## src/rtl/bus_arbiter_pkg.sv

```systemverilog
// ============================================================================
// Module   : bus_arbiter_pkg
// Brief    : Shared bus definitions: arbiter state encoding, master indices,
//            default split timeout.
// Revision : 1.0 - initial release
// ============================================================================
`default_nettype none

package bus_arbiter_pkg;

    typedef enum logic [1:0] {
        ST_IDLE = 2'd0,
        ST_GNT1 = 2'd1,
        ST_GNT2 = 2'd2
    } arb_state_t;

    localparam logic c_MST1 = 1'b0;
    localparam logic c_MST2 = 1'b1;

    localparam int c_SPLIT_TIMEOUT_DFLT = 200;

endpackage

`default_nettype wire

```

## src/rtl/bus_arbiter_split_timer.sv

```systemverilog
// ============================================================================
// Module   : split_timer
// Brief    : Split timeout counter: load to zero, count while enabled, flag
//            the last cycle before a timeout.
// Revision : 1.0 - initial release
// ============================================================================
`default_nettype none

module split_timer
    import bus_arbiter_pkg::*;
#(
    parameter int SPLIT_TIMEOUT = c_SPLIT_TIMEOUT_DFLT,
    parameter int TMO_WIDTH     = 8
) (
    input  logic clk,
    input  logic rst,
    input  logic i_load,
    input  logic i_en,
    output logic o_expire
);

    localparam logic [TMO_WIDTH-1:0] c_LAST = TMO_WIDTH'(SPLIT_TIMEOUT - 1);

    logic [TMO_WIDTH-1:0] r_count;

    always_ff @(posedge clk) begin
        if (rst || i_load) begin
            r_count <= '0;
        end else if (i_en) begin
            r_count <= r_count + 1'b1;
        end
    end

    // Expire is seen during the final counted cycle; the owner acts on the next edge.
    assign o_expire = i_en && (r_count == c_LAST);

endmodule

`default_nettype wire

```

## src/rtl/bus_arbiter.sv

```systemverilog
// ============================================================================
// Module   : bus_arbiter
// Brief    : Two-master bus arbiter with split-transaction parking, resume
//            priority and split timeout. Macro ARB_ROUND_ROBIN_EN selects
//            round-robin tie-break instead of fixed master-1 priority.
// Revision : 1.0 - initial release
// ============================================================================
`default_nettype none

module bus_arbiter
    import bus_arbiter_pkg::*;
#(
    parameter int SPLIT_TIMEOUT = c_SPLIT_TIMEOUT_DFLT,
    parameter int TMO_WIDTH     = 8
) (
    input  logic clk,
    input  logic rst,
    input  logic mbreq1,
    input  logic mbreq2,
    output logic mbgrant1,
    output logic mbgrant2,
    output logic msplit1,
    output logic msplit2,
    output logic msel,
    input  logic ssplit,
    input  logic split_done,
    output logic split_err
);

    arb_state_t r_state;
    logic       r_gnt1;
    logic       r_gnt2;
    logic       r_msplit1;
    logic       r_msplit2;
    logic       r_msel;
    logic       r_split_err;
    logic       r_resume1;
    logic       r_resume2;

    logic       w_elig1;
    logic       w_elig2;
    logic       w_pick_valid;
    logic       w_pick;
    logic       w_tie_pick;
    logic       w_split_out;
    logic       w_split_load;
    logic       w_expire;

    assign w_elig1      = mbreq1 && !r_msplit1;
    assign w_elig2      = mbreq2 && !r_msplit2;
    assign w_pick_valid = w_elig1 || w_elig2;
    assign w_split_out  = r_msplit1 || r_msplit2;
    assign w_split_load = ssplit && !w_split_out &&
                          ((r_state == ST_GNT1) || (r_state == ST_GNT2));

`ifdef ARB_ROUND_ROBIN_EN
    logic r_rr_m2_first;
    assign w_tie_pick = r_rr_m2_first ? c_MST2 : c_MST1;
`else
    assign w_tie_pick = c_MST1;
`endif

    // A resumed split master outranks the normal tie-break policy.
    always_comb begin
        w_pick = c_MST1;
        if (r_resume2 && w_elig2) begin
            w_pick = c_MST2;
        end else if (r_resume1 && w_elig1) begin
            w_pick = c_MST1;
        end else if (w_elig1 && w_elig2) begin
            w_pick = w_tie_pick;
        end else if (w_elig2) begin
            w_pick = c_MST2;
        end
    end

    split_timer #(
        .SPLIT_TIMEOUT (SPLIT_TIMEOUT),
        .TMO_WIDTH     (TMO_WIDTH)
    ) u_split_timer (
        .clk      (clk),
        .rst      (rst),
        .i_load   (w_split_load),
        .i_en     (w_split_out),
        .o_expire (w_expire)
    );

    always_ff @(posedge clk) begin
        if (rst) begin
            r_state     <= ST_IDLE;
            r_gnt1      <= 1'b0;
            r_gnt2      <= 1'b0;
            r_msplit1   <= 1'b0;
            r_msplit2   <= 1'b0;
            r_msel      <= 1'b0;
            r_split_err <= 1'b0;
            r_resume1   <= 1'b0;
            r_resume2   <= 1'b0;
`ifdef ARB_ROUND_ROBIN_EN
            r_rr_m2_first <= 1'b0;
`endif
        end else begin
            r_split_err <= 1'b0;

            // Only one split is ever outstanding, so clearing both park bits is safe.
            if (w_split_out) begin
                if (split_done) begin
                    r_msplit1 <= 1'b0;
                    r_msplit2 <= 1'b0;
                    if (r_msplit1) r_resume1 <= 1'b1;
                    if (r_msplit2) r_resume2 <= 1'b1;
                end else if (w_expire) begin
                    r_msplit1   <= 1'b0;
                    r_msplit2   <= 1'b0;
                    r_split_err <= 1'b1;
                end
            end

            case (r_state)
                ST_IDLE: begin
                    if (w_pick_valid) begin
                        if (w_pick == c_MST2) begin
                            r_state   <= ST_GNT2;
                            r_gnt2    <= 1'b1;
                            r_msel    <= 1'b1;
                            r_resume2 <= 1'b0;
                        end else begin
                            r_state   <= ST_GNT1;
                            r_gnt1    <= 1'b1;
                            r_msel    <= 1'b0;
                            r_resume1 <= 1'b0;
                        end
`ifdef ARB_ROUND_ROBIN_EN
                        r_rr_m2_first <= (w_pick == c_MST1);
`endif
                    end
                end
                ST_GNT1: begin
                    if (ssplit && !w_split_out) begin
                        r_state   <= ST_IDLE;
                        r_gnt1    <= 1'b0;
                        r_msplit1 <= 1'b1;
                    end else if (!mbreq1) begin
                        r_state <= ST_IDLE;
                        r_gnt1  <= 1'b0;
                    end
                end
                ST_GNT2: begin
                    if (ssplit && !w_split_out) begin
                        r_state   <= ST_IDLE;
                        r_gnt2    <= 1'b0;
                        r_msplit2 <= 1'b1;
                    end else if (!mbreq2) begin
                        r_state <= ST_IDLE;
                        r_gnt2  <= 1'b0;
                    end
                end
                default: begin
                    r_state <= ST_IDLE;
                    r_gnt1  <= 1'b0;
                    r_gnt2  <= 1'b0;
                end
            endcase
        end
    end

    assign mbgrant1  = r_gnt1;
    assign mbgrant2  = r_gnt2;
    assign msplit1   = r_msplit1;
    assign msplit2   = r_msplit2;
    assign msel      = r_msel;
    assign split_err = r_split_err;

endmodule

`default_nettype wire

```

## config.mk

```make
export PLATFORM = sky130hd
export DESIGN_NAME = bus_arbiter
export DESIGN_NICKNAME = d
export VERILOG_FILES = /design/src/rtl/bus_arbiter_pkg.sv /design/src/rtl/bus_arbiter_split_timer.sv /design/src/rtl/bus_arbiter.sv
export SDC_FILE = /design/constraint.sdc
export NUM_CORES = 1
export LEC_CHECK = 0
export CAP_MARGIN = 15
export CORE_UTILIZATION = 35
export DETAILED_ROUTE_END_ITERATION = 7
export PLACE_DENSITY = 0.53
export REMOVE_ABC_BUFFERS = 1
export SETUP_SLACK_MARGIN = 0.2
export SYNTH_ARGS = -nofsm -noshare
export SYNTH_HDL_FRONTEND = slang
export SYNTH_SLANG_ARGS = --single-unit
```

## constraint.sdc

```tcl
create_clock -name clk -period 2.8 [get_ports clk]
set_input_delay 0.56 -clock clk [delete_from_list [all_inputs] [get_ports clk]]
set_output_delay 0.56 -clock clk [all_outputs]
set_load 0.005 [all_outputs]
```

==> metrics <==
status completed; CTS sink cnt 17; HP Class register to register; Syn-to-layout area delta 17.7%; worst endpoint required time around 2.2 ns; Mapped Area ~880 um^2; floorplan row count 17; Max Freq 0.489 GHz; library cells used by synthesis 38; Iter 0 DRT Violations 22; via/cell ratio roughly 5.5; largest net degree at the start of global routing 15; Worst-path clk slew approximately 0.10 ns; Comb power frac 23.3%; post-synthesis sequential area ratio between 30% and 40%; global-route wire length before repair 3000 um; RSZ-0062 raised after global routing no; die width 52.1 um; CTS tree yes; Post-CTS Repair Setup Buffers 0; Core Area 2300 um^2; Die Span Y 52.1 um; Initial Utilization 38.2%; Pint 0.000374 W; die area between 2000 and 3000 um^2; average size of a mapped cell approximately 9.4 um^2; final RePlAce weighted congestion 0.800; Final Hold Viols 0; fin crit period slightly above 2 ns; remaining antenna violation count 0; I/O pin count 12; critical path launch point type register; fin. max-slew vios 0; sequential share of power 50.8%; Net Sw Power ~0.00016 W; Max rail drop VDD around 0.33 mV; # fillers 238; top cells by area, synth dfxtp_1 (39%), ha_1 (5.7%), a21oi_1 (4.6%); setup_tns 0 ns; Pleak 0.366 nW; GR Overflow Total 0; Detailed Place HPWL ~1300 um; Min-Delay Path Depth 2; layout cells sized above 1 8.57%; Overall Global Routing Usage 15.6%; #FFs+latches synth 17; Tot Pwr 0.000533 W; kind of critical path register to output port; Worst-Skew Late Latency approximately 0.30 ns; Critical Path Max Stage Delay 0.61 ns; initial antenna violation count 0; Max Clock Skew 0.00799 ns; hold-fix buffer count after cts 0; Slew HR a little over two thirds; final setup vio count 0; Root Buffer clkbuf_4; slowest CP cell dfxtp_1; Synth top area share 38.8%; cell area power density 517 nW/um^2; CP Depth 1; Max Root-Sink Buffers 2; EDFF count, synth 0; Synth async-reset ratio 0%; maxcap violations 0; most common cell after layout, fill and taps aside dfxtp_1; CP top delay family flip-flops; Nets about 120; sequential cell area ~340 um^2; Yosys warning total 0; final clock period utilization by the worst path 73.0%; Arr. time, crit path between 1 and 1.5 ns; peak fanout along the critical path 14; WP buf/inv 1; Inserted Clock Buffers 3; Post-Syn Instances 93; Routed WL 1810 um; Clk network pwr share 25.9%; largest area contributor in the netlist dfxtp_1; multi-input combinational cell area approximately 500 um^2; # resized after CTS 0; commonest cells after routing, fill and taps aside dfxtp_1 (17), clkdlybuf4s50_1 (11), a21oi_1 (8); port buffer count 11; diode count 0; vias post-DR 732; worst-path cell chain clkdlybuf4s50_1; switching part of the total between 20% and 30%; DR WL/cell about 14 um; CP Capture Type output port; ys flop type dfxtp_1; Least-Margin Pin Slew 0.443 ns; R2R depth 3; H-tree Lvls 1; drt first pass iters 4; Residual DRC 0; number of global-route vias before repair 633
sequential cells by signal (all words and copies together) (netlist names):
name,cells
r_resume2,1
r_state,2
split_err,1
msplit2,1
mbgrant1,1
msplit1,1
u_split_timer.r_count,8
msel,1
mbgrant2,1
cells in the mapped netlist, types with 2 or more instances:
cell,instances
xor2_1,4
nand2_1,2
o21ai_0,6
a21oi_1,8
inv_1,5
nand3_1,2
nor2_1,7
o2111ai_1,2
a32o_1,2
mux2i_1,2
ha_1,4
nand2b_1,3
or3_1,3
dfxtp_1,17
or3b_4,2
o211ai_1,2
worst reg2reg max path, stage by stage (launching register included):
cell      delay [ns]
dfxtp_1         0.45
or3b_4          0.47
a2111o_1        0.39
a221oi_2        0.20
metrics by stage:
step	utilization [%]	cells	instance area, um^2	hold WS, ns	worst slack [ns]
detailed placement	43.8	129	1010	0.444	0.648
finish	44.9	133	1030	0.454	0.755
floorplan	-	90	861	0.442	1.22
global placement	43.8	129	1010	0.443	0.682
global route	44.9	133	1030	0.480	0.678
CTS	44.9	133	1030	0.460	0.732
power groups by stage:
stage          registers, W  clock network (W)   logic, W
2_1_floorplan      0.000274                  0  0.0000793
5_1_grt            0.000272           0.000149   0.000140
3_5_place_dp       0.000276                  0   0.000124
6_report           0.000271           0.000138   0.000124
4_1_cts            0.000271           0.000142   0.000125
3_3_place_gp       0.000276                  0   0.000124
kinds of logic after synthesis:
group	share of synthesized area [%]
compound gates	23.7
simple gates	21.5
flops	38.8
buf+inv	3.99
xor+xnor	3.99
fa+ha+maj	5.71
mux	2.28
layer usage:
layer,vias to the layer above,wire [um],track usage [%]
met1,340,968,23.0
li1,374,-,-
met5,-,0,0
met4,0,34,9.46
met2,14,737,20.5
met3,4,67,2.63
final cells by class:
type                       count  share of cell area [%]
clock buffer                   4                    2.55
inverter                       5                    1.82
multi-input combinational     68                    48.6
sequential                    17                    33.0
tap                           28                    3.39
timing repair buffer          11                    10.7
path summary, 6_finish.rpt:
check,slack (ns),from,end
worst max-delay path,0.76,msplit2,msplit2
worst min-delay path,0.45,mbgrant2,mbgrant2
worst max register to register,1.21,msplit1,mbgrant1
worst min register to register,0.45,mbgrant2,mbgrant2
Note: power is estimated with default switching activity, not from simulation.
